--- src/rtl/ecg_conv_feeder.sv ---
// ecg_conv_feeder: host-side operand feeder for the ECG CNN core.
// Holds a sample window and a small kernel-weight set written by the host,
// pulses core_start once per run, then issues one sample/weight pair per
// cycle while the core reports a CONV state. On core_done (or timeout) the
// core result is captured and held until the host acknowledges it.
//
// Handshake: result_valid rises when a result is captured and stays high,
// with result/result_err stable, until result_ack is seen high at a rising
// clock edge; that edge clears result_valid and returns the block to IDLE.
// run is sampled only in IDLE; run with result_ack in RESULT is ignored.
module ecg_conv_feeder #(
  parameter int N       = 16,
  parameter int DEPTH   = 64,
  parameter int KLEN    = 3,
  parameter int TIMEOUT = 4096,
  parameter int ST_C1   = 1,
  parameter int ST_C2   = 3,
  parameter int ST_C3   = 4
) (
  input  logic                         clk,
  input  logic                         rst,
  input  logic                         wr_en,
  input  logic                         wr_sel,
  input  logic [$clog2(DEPTH)-1:0]     wr_addr,
  input  logic signed [N-1:0]          wr_data,
  input  logic                         run,
  output logic                         busy,
  output logic                         core_start,
  input  logic [3:0]                   core_state,
  input  logic                         core_done,
  input  logic signed [N-1:0]          core_result,
  output logic signed [N-1:0]          xin,
  output logic signed [N-1:0]          win,
  output logic signed [N-1:0]          result,
  output logic                         result_valid,
  output logic                         result_err,
  input  logic                         result_ack,
  output logic [15:0]                  feed_count,
  output logic [1:0]                   dbg_state
);

  localparam int AW  = $clog2(DEPTH);
  localparam int TW  = (KLEN > 1) ? $clog2(KLEN) : 1;
  localparam int TMW = $clog2(TIMEOUT) + 1;

  typedef enum logic [1:0] {S_IDLE, S_KICK, S_FEED, S_RESULT} state_t;

  state_t state, next_state;

  logic signed [N-1:0] smem [DEPTH];
  logic signed [N-1:0] wmem [KLEN];

  logic [AW-1:0]  rd_ptr;
  logic [TW-1:0]  tap;
  logic [TMW-1:0] timer;
  logic [AW-1:0]  w_mod;
  logic           is_conv;
  logic           timed_out;

  assign w_mod     = wr_addr % AW'(KLEN);
  assign is_conv   = (core_state == 4'(ST_C1)) || (core_state == 4'(ST_C2)) ||
                     (core_state == 4'(ST_C3));
  assign timed_out = (timer == TMW'(TIMEOUT - 1));

  // Host buffer writes, accepted only while idle; contents survive reset.
  always_ff @(posedge clk) begin
    if (wr_en && state == S_IDLE) begin
      if (wr_sel) wmem[w_mod[TW-1:0]] <= wr_data;
      else        smem[wr_addr]       <= wr_data;
    end
  end

  // State register.
  always_ff @(posedge clk or negedge rst) begin
    if (!rst) state <= S_IDLE;
    else      state <= next_state;
  end

  // Next-state decode and state-derived outputs.
  always_comb begin
    next_state = state;
    busy       = 1'b1;
    core_start = 1'b0;
    dbg_state  = state;
    case (state)
      S_IDLE: begin
        busy = 1'b0;
        if (run) next_state = S_KICK;
      end
      S_KICK: begin
        core_start = 1'b1;
        next_state = S_FEED;
      end
      S_FEED: begin
        if (core_done || timed_out) next_state = S_RESULT;
      end
      S_RESULT: begin
        if (result_ack) next_state = S_IDLE;
      end
      default: next_state = S_IDLE;
    endcase
  end

  // Operand streaming, pointer/timer bookkeeping and result capture.
  always_ff @(posedge clk or negedge rst) begin
    if (!rst) begin
      rd_ptr       <= '0;
      tap          <= '0;
      timer        <= '0;
      feed_count   <= '0;
      xin          <= '0;
      win          <= '0;
      result       <= '0;
      result_valid <= 1'b0;
      result_err   <= 1'b0;
    end else begin
      case (state)
        S_IDLE: begin
          if (run) begin
            rd_ptr     <= '0;
            tap        <= '0;
            timer      <= '0;
            feed_count <= '0;
          end
        end
        S_FEED: begin
          timer <= timer + 1'b1;
          if (core_done) begin
            // Done takes priority over a CONV state in the same cycle.
            result       <= core_result;
            result_valid <= 1'b1;
            result_err   <= 1'b0;
            xin          <= '0;
            win          <= '0;
          end else if (timed_out) begin
            result       <= '0;
            result_valid <= 1'b1;
            result_err   <= 1'b1;
            xin          <= '0;
            win          <= '0;
          end else if (is_conv) begin
            xin    <= smem[rd_ptr];
            win    <= wmem[tap];
            rd_ptr <= rd_ptr + 1'b1;
            tap    <= (tap == TW'(KLEN - 1)) ? '0 : tap + 1'b1;
            if (feed_count != 16'hFFFF) feed_count <= feed_count + 16'd1;
          end else begin
            xin <= '0;
            win <= '0;
          end
        end
        S_RESULT: begin
          if (result_ack) begin
            result_valid <= 1'b0;
            result_err   <= 1'b0;
          end
        end
        default: ;
      endcase
    end
  end

endmodule

--- config.mk ---
export PLATFORM = sky130hd
export DESIGN_NAME = ecg_conv_feeder
export DESIGN_NICKNAME = d
export VERILOG_FILES = /design/src/rtl/ecg_conv_feeder.sv
export SDC_FILE = /design/constraint.sdc
export NUM_CORES = 1
export LEC_CHECK = 0
export BUFFER_PORTS_ARGS = -buffer_cell sky130_fd_sc_hd__buf_2
export CORE_MARGIN = 3
export CORE_UTILIZATION = 45
export CTS_CLUSTER_SIZE = 10
export DETAILED_ROUTE_END_ITERATION = 10
export GPL_TIMING_DRIVEN = 0
export SLEW_MARGIN = 5
export SYNTH_ARGS = -nofsm -noshare
export SYNTH_HDL_FRONTEND = slang
export SYNTH_SLANG_ARGS = --single-unit
--- constraint.sdc ---
create_clock -name clk -period 3.9 [get_ports clk]
set_input_delay 0.39 -clock clk [delete_from_list [all_inputs] [get_ports clk]]
set_output_delay 0.39 -clock clk [all_outputs]
set_load 0.05 [all_outputs]
* Word-level counts from Yosys, hierarchy flattened *
Memories as Yosys holds them, arrays and structs flattened.
Index checks and enable logic that the tools add are counted.

storage, ports and cells
  flip-flop bits (word level) = 89
  RAM bits = 1,072
  bits of input ports = 49
  output and inout bits = 70
  logic and storage cells = 93
  memories = 2

operators by class
  $add $sub $neg = 4
  div/mod/pow operators = 1
  eq/ne operators = 17
  mux-type cells = 45
  reduce and logical (&&, ||, !) cells = 14

memory list
  name  words  bits a word  read ports  clocked after Yosys merged registers in  write ports  line  RTL
  smem  64     16           1           0                                        1            50    logic signed [N-1:0] smem [DEPTH];
  wmem  3      16           1           0                                        1            51    logic signed [N-1:0] wmem [KLEN];

operators by type and width
  kind                   count
  $mux 16                13
  $pmux 16 s2            1
  $pmux 13 s2            1
  $mux 6                 4
  $add 16x1->16 const B  1
  $mux 2                 8
  $ne 16x16->1 const B   1
  $ne 2x2->1 const B     7
  $add 13x1->13 const B  1
  $eq 13x12->1 const B   1
  $mux 13                1
  $mux 1                 12
  $pmux 6 s2             1
  $pmux 2 s4             1
  $add 6x1->6 const B    1
  $eq 2x2->1 const B     3
  $mod 6x2->6 const B    1
  $reduce_and 3->1       2
  $reduce_and 6->1       1
  $reduce_bool 2->1      3
  $reduce_and 5->1       1
  $eq 4x1->1 const B     1
  $eq 4x2->1 const B     1
  $eq 4x3->1 const B     1
  9 further kinds        13

* Depth between registers and ports, before layout *
Gate-level depths: netlist of the first run.

  word-level depth = 7
  depth in mapped cells = 14
  gate-level depth less buffers = 12

* Least setup slack after synthesis of the first run *
No wires, ideal clock.

  kind = input to register
  start = input port wr_addr[3]
  end = memory wmem[0][0] (enable)
  setup time = 0.436 ns
  arrival = 3.889 ns
  required time = 3.464 ns
  setup slack = -0.424 ns
  stages on the path = 12
  buffers on the path = 2
  path through = buf_2 or3b_1 buf_2 nand3_1 nand2_1 inv_1 ha_1 inv_1 o2111ai_1 nand2_1 ha_1 o41ai_1

on the way
  cells in the longest elaborated chain, start to end = 1

RTL lines
  item         line  RTL
  from (decl)  24    input logic [$clog2(DEPTH)-1:0] wr_addr,
  $mod 6x2->6  60    assign w_mod = wr_addr % AW'(KLEN);
  to (decl)    51

No other way between the ends.

* Final worst setup path of the first run *
  start = register state[1], in the netlist dbg_state[1]
  end = memory smem[58][9] (enable)

on the way
  cells in the longest elaborated chain, start to end = 4

RTL lines
  item                          line  RTL
  from (decl)                   48    state_t state, next_state;
  from (signal assigned)        76    else state <= next_state;
  $logic_not 2->1               67    if (wr_en && state == S_IDLE) begin
  $logic_and 1x1->1             67
  $mux 1                        67
  $mux 1 (implied by the code)  69    else smem[wr_addr] <= wr_data;
  to (decl)                     50

No other way between the ends.

==> impl_metrics.yaml, run 1 <==
pwr:
  peakVddDrop_mv: 0.4096
  power_density_nw_per_um2: 558.6
  p_leak_nw: 16.93
run_status:
  status: "completed"
final_layout:
  drive_above_1_share_pct: 23.95
  fin_cells: 4079
  fillerInstances: 7643
  fin_nets: 2789
  syn_to_final_growth_pct: 16.82
  utilization_pct: 53.48
  design_area_sq_um: 53020
drt:
  vias: 24826
  detail_route.first_pass.iterations: 6
  routedWlPerCell_um: 31.93
  drc_errors: 0
  vias_per_cell: 6.086
  ant_nets: 0
  wirelength_um: 130200
  initialDrtViolationCount: 3225
cts:
  clock_path_buffers: 3
  post_cts_buffers: 0
  cts_buffers: 136
  cts.sinks: 1161
  cts_tree: "done"
  htreeDepth: 4
  clk_pin_slew_worst_paths_ns: 0.06
  clk_latency_ns: 0.75
  ctsRootBufferMaster: "clkbuf_16"
min_path:
  hp-class: "in -> reg"
  holdPathStages: 4
  hold_start: "core_state[3]"
  min_to: "feed_count[0]"
die:
  die_w_um: 323.6
  start_util_pct: 45.78
  core_area_sq_um: 99140
  die_y_um: 323.6
  ioPinCount: 119
  die-area_sq_um: 104700
  num_rows: 115
global_route:
  grt-ovfl-total: 0
  track_usage_pct: 25.10
  first_global_vias: 24692
  antenna_found_initial: 4
  grt_pass1_wl_um: 182900
  grt_max_degree: 68
critical_path:
  rr_startpoint: "dbg_state[1]"
  timing.rr.end: "smem[58][9]"
  arrival_ns: 4.27
  timing_worst_setup_path_type: "reg -> reg"
  worst_setup_path_start_kind: "flop"
  slowest_stage: "nor2_2"
  slowest_delay_ns: 0.87
  crit_top_cell: "nand2_1"
  cp_cell_sequence: "inv_1, ha_1, clkbuf_1, nand2_1, nor3_1, nand2_1, nor2_2, buf_8"
  path_max_fanout: 9
  r2r_slack_ns: 0.07
  required_ns: 4.34
  ff2ff_path_depth: 8
  setup.worst_path.end_class: "flop"
job:
  maxCapViolCount: 0
yosys:
  syn_inst: 2389
  yosys.area.top_type: "edfxtp_1"
  yosysWarnings: 0
  ys_ff_latch: 1161
  ys_top_cells_by_count: "edfxtp_1 (1,072), mux2i_1 (226), mux4_2 (183)"
  synth_cell_types: 59
  yosysSeqAreaShare_pct: 75.84
  synth_fp_nets: 2447
  async_flop_share_pct: 7.666
  synth-edff-count: 1072
  avgSynthCellArea_sq_um: 19.00
  synthesis.area_sq_um: 45380
  yosysMostFrequentCell: "edfxtp_1"
  ys.flop_type: "edfxtp_1"
  synthTopCellsByArea: "edfxtp_1 (71%), mux4_2 (9.1%), mux2i_1 (5.0%)"
  yosysTopAreaCellShare_pct: 70.93
timing:
  worst_slack_ns: 0.06971
  timing.fmax_ghz: 0.2611
  post-route-period-util_pct: 98.21
  slew_violations: 0
  worst_pin_slew_ns: 1.209
  period_minus_slack_ns: 3.830
  hold_viol: 0
  rsz0062_at_grt: "true"
  finalSetupViolations: 0
  clock_skew_ns: 0.02700
  maxSlewHeadroom_pct: 19.39
  fin_tns_setup_ns: 0
placed_design:
  port_buffers: 115
  pre_cts_ws_ns: -0.2083
  dp.cells: 3862
  globalplace.congestion: 0.9148
  dp_hpwl_um: 86030
  placed_area_sq_um: 48920
[per-layer routing]
| metal | up-vias | routed length, um | track usage, % |
|---|---|---|---|
| li1 | 10327 | - | - |
| met4 | 2 | 3779 | 7.703 |
| met3 | 206 | 12190 | 6.376 |
| met1 | 13068 | 53450 | 34.98 |
| met5 | - | 13 | 0 |
| met2 | 1223 | 60790 | 39.34 |
[final cells by class]
| class | instances | area, sq um | area share (%) |
|---|---|---|---|
| sequential | 1161 | 34420 | 64.92 |
| multi-input combinational | 1067 | 10400 | 19.62 |
| timing repair buffer | 204 | 1948 | 3.674 |
| buffer | 133 | 673.1 | 1.270 |
| tap | 1287 | 1610 | 3.037 |
| clock inverter | 16 | 212.7 | 0.4012 |
| antenna | 3 | 7.507 | 0.01416 |
| clock buffer | 180 | 3640 | 6.865 |
| inverter | 28 | 105.1 | 0.1982 |
[where the power goes]
group / switching, mW / internal, mW / leakage, nW / total (mW)
combinational: 2.76 / 1.49 / 4.23 / 4.25
clock: 4.82 / 6.50 / 1.87 / 11.3
sequential: 0.195 / 13.8 / 10.8 / 14.0
[worst max path at each step]
stage	from	to	slack, ns	cells past startpoint
2_1_floorplan	wr_addr[3]	wmem[0][0]	-0.42	12
3_3_place_gp	wr_addr[4]	wmem[1][13]	-1.60	11
3_5_place_dp	wr_addr[4]	wmem[0][13]	-0.21	13
4_1_cts	dbg_state[1]	smem[59][12]	0.04	8
5_1_grt	dbg_state[1]	smem[58][1]	-0.09	8
6_report	dbg_state[1]	smem[58][9]	0.07	8
[state kept, by name, indices dropped and copies added, names as in the netlist]
| name | count |
|---|---|
| smem | 1024 |
| wmem | 48 |
| feed_count | 16 |
| result | 16 |
| win | 16 |
| xin | 16 |
| timer | 13 |
| rd_ptr | 6 |
| dbg_state | 2 |
| tap | 2 |
| result_err | 1 |
| result_valid | 1 |
[layout by cell type, fill, tap and decap left out, types with 9 or more instances in the layout]
master,netlist,final
a211oi_1,24,24
a21oi_1,31,31
a22o_1,19,19
a22oi_1,17,17
buf_1,16,15
buf_16,0,10
buf_2,36,135
buf_4,18,38
buf_6,8,13
buf_8,0,50
clkbuf_1,55,93
clkbuf_16,0,137
dfrtp_1,89,89
dlygate4sd3_1,0,18
edfxtp_1,1072,1072
ha_1,9,9
inv_1,28,28
mux2i_1,226,226
mux4_2,183,183
nand2_1,78,78
nand2b_1,19,19
nand3_1,85,83
nand4_1,17,17
nor2_1,109,45
nor2_2,0,58
o211ai_1,14,14
o21ai_0,96,96
o221ai_1,23,23
o22ai_1,24,24
xor2_1,20,20
[timing repair]
item,CTS,global route
gates resized for setup,0,8
hold buffers,18,0
setup endpoints to repair,0,110
hold endpoints to repair,64,0
[critical path: cells and delay by family (launching register included)]
kind / cells / cell delay (ns)
buf+inv: 3 / 0.64
flops: 1 / 0.42
simple gates: 4 / 2.32
fa+ha+maj: 1 / 0.14
[cells by family after synthesis]
family	after synthesis	share of synthesized area, %
AND/OR/NAND/NOR	350	3.636
AO/OA/AOI/OAI	275	4.025
adder cells (fa/ha/maj)	9	0.2481
buffers and inverters	161	1.712
XOR/XNOR	22	0.4246
multiplexers	411	14.12
flip-flops	1161	75.84
[through the flow]
stage / hold slack (ns) / total power [mW]
global route: 0.07725 / 30.53
floorplan: 0.09441 / 17.07
CTS: 0.01969 / 29.79
finish: 0.07035 / 29.62
global placement: 0.4822 / 18.41
detailed placement: 0.4548 / 18.53
Note: power is estimated with default switching activity, not from simulation.
==> run 2, diff against run 1 <==
--- a/config.mk
+++ b/config.mk
@@ -10,7 +10,6 @@
 export CORE_UTILIZATION = 45
 export CTS_CLUSTER_SIZE = 10
 export DETAILED_ROUTE_END_ITERATION = 10
-export GPL_TIMING_DRIVEN = 0
 export SLEW_MARGIN = 5
 export SYNTH_ARGS = -nofsm -noshare
 export SYNTH_HDL_FRONTEND = slang
==> impl_metrics.yaml, run 2 (same netlist as run 1, synthesis figures left out) <==
cts:
  cts_tree: "done"
  ctsRootBufferMaster: "clkbuf_16"
  cts_buffers: 136
  post_cts_buffers: 0
  clk_latency_ns: 0.73
  cts.sinks: 1161
  clk_pin_slew_worst_paths_ns: 0.05
  cts_resized: 0
  clock_path_buffers: 3
  cts_hold_buf: 18
  htreeDepth: 4
drt:
  vias: 23971
  ant_nets: 0
  routedWlPerCell_um: 28.21
  detail_route.first_pass.iterations: 5
  wirelength_um: 113900
  vias_per_cell: 5.935
  drc_errors: 0
  initialDrtViolationCount: 2381
placed_design:
  placed_area_sq_um: 48170
  dp_hpwl_um: 68790
  port_buffers: 118
  globalplace.congestion: 0.8334
global_route:
  grt-ovfl-total: 0
  grt_pass1_wl_um: 165600
  grt_max_degree: 61
  track_usage_pct: 21.96
  antenna_found_initial: 10
  first_global_vias: 24068
die:
  num_rows: 115
  die_y_um: 323.6
  die-area_sq_um: 104700
  core_area_sq_um: 99140
  start_util_pct: 45.78
  ioPinCount: 119
  die_w_um: 323.6
final_layout:
  mostFrequentLayoutCells: "edfxtp_1 (1,072), mux2i_1 (226), mux4_2 (183)"
  utilization_pct: 52.68
  design_area_sq_um: 52230
  syn_to_final_growth_pct: 15.09
  largest_reg_flops: 1024
  top_register: "smem"
  drive_above_1_share_pct: 22.75
  fillerInstances: 7773
  layout_commonest_cell: "edfxtp_1"
  fin_nets: 2734
min_path:
  hp-class: "in -> reg"
  hold_start: "core_done"
  min_to: "result_err"
  holdPathStages: 3
timing:
  maxSlewHeadroom_pct: 13.37
  rsz0062_at_grt: "false"
  period_minus_slack_ns: 3.014
  finalSetupViolations: 0
  clock_skew_ns: 0.02463
  hold_viol: 0
  post-route-period-util_pct: 77.29
  timing.fmax_ghz: 0.3318
  slew_violations: 0
  worst_pin_slew_ns: 1.299
critical_path:
  rr_startpoint: "dbg_state[0]"
  worst_setup_path_start_kind: "flop"
  ff2ff_path_depth: 8
  timing.rr.end: "feed_count[3]"
  path_max_fanout: 34
  arrival_ns: 3.65
  setup.worst_path.end_class: "flop"
  timing_worst_setup_path_type: "reg -> reg"
  required_ns: 4.54
  r2r_slack_ns: 0.89
pwr:
  p_leak_nw: 16.75
  peakVddDrop_mv: 0.3680
  power_density_nw_per_um2: 559.9
run_status:
  status: "completed"
job:
  maxCapViolCount: 0
run 2: worst max path at each step:
stage            startpoint             to  cells past startpoint
2_1_floorplan    wr_addr[3]     wmem[0][0]                     12
3_5_place_dp     wr_addr[3]     wmem[0][6]                     14
5_1_grt        dbg_state[0]  feed_count[3]                      8
6_report       dbg_state[0]  feed_count[3]                      8
4_1_cts        dbg_state[0]  feed_count[3]                      8
3_3_place_gp     wr_addr[3]    wmem[2][14]                     14
run 2: metrics by stage:
stage / instances / hold slack [ns] / setup slack (ns) / total power, mW / setup TNS, ns
2_1_floorplan: 2389 / 0.09441 / -0.4242 / 17.07 / -13.57
3_3_place_gp: 3807 / 0.4834 / 0.6304 / 18.23 / 0
3_5_place_dp: 3807 / 0.4853 / 0.5804 / 18.30 / 0
4_1_cts: 4034 / 0.08872 / 0.8776 / 29.53 / 0
5_1_grt: 4034 / 0.1709 / 0.6036 / 30.29 / 0
6_report: 4039 / 0.1397 / 0.8859 / 29.24 / 0
run 2: worst max-delay path: stages, from the launching register on:
cell and delay [ns]:
dfrtp_1 0.43, inv_1 0.11, ha_2 0.52, buf_4 0.44, o21ai_1 0.33, a21oi_4 0.34
nand2_1 0.22, or3_1 0.39, a21oi_1 0.15
run 2: final cells by class:
type                    count  area, sq um  area share, %
inverters                  28        105.1         0.2012
flip-flops and latches   1161        34430          65.92
diodes                      5        12.51        0.02396
multi-input cells        1067        10230          19.59
clock inverters            20        235.2         0.4504
repair buffers            282         1969          3.771
well taps                1287         1610          3.083
clock buffers             189         3633          6.957
run 2: routing by layer:
metal	part of all wire (%)	vias to the layer above	global-route usage, %
met5	0.022	-	0
met4	2.6	6	6.665
li1	-	10234	-
met2	46	1038	34.12
met3	8.3	186	4.885
met1	43	12507	31.39
run 2: power by group:
| part | switching [mW] | internal [mW] |
|---|---|---|
| clock | 4.73 | 6.48 |
| sequential | 0.224 | 13.8 |
| combinational | 2.50 | 1.47 |
| total | 7.45 | 21.8 |
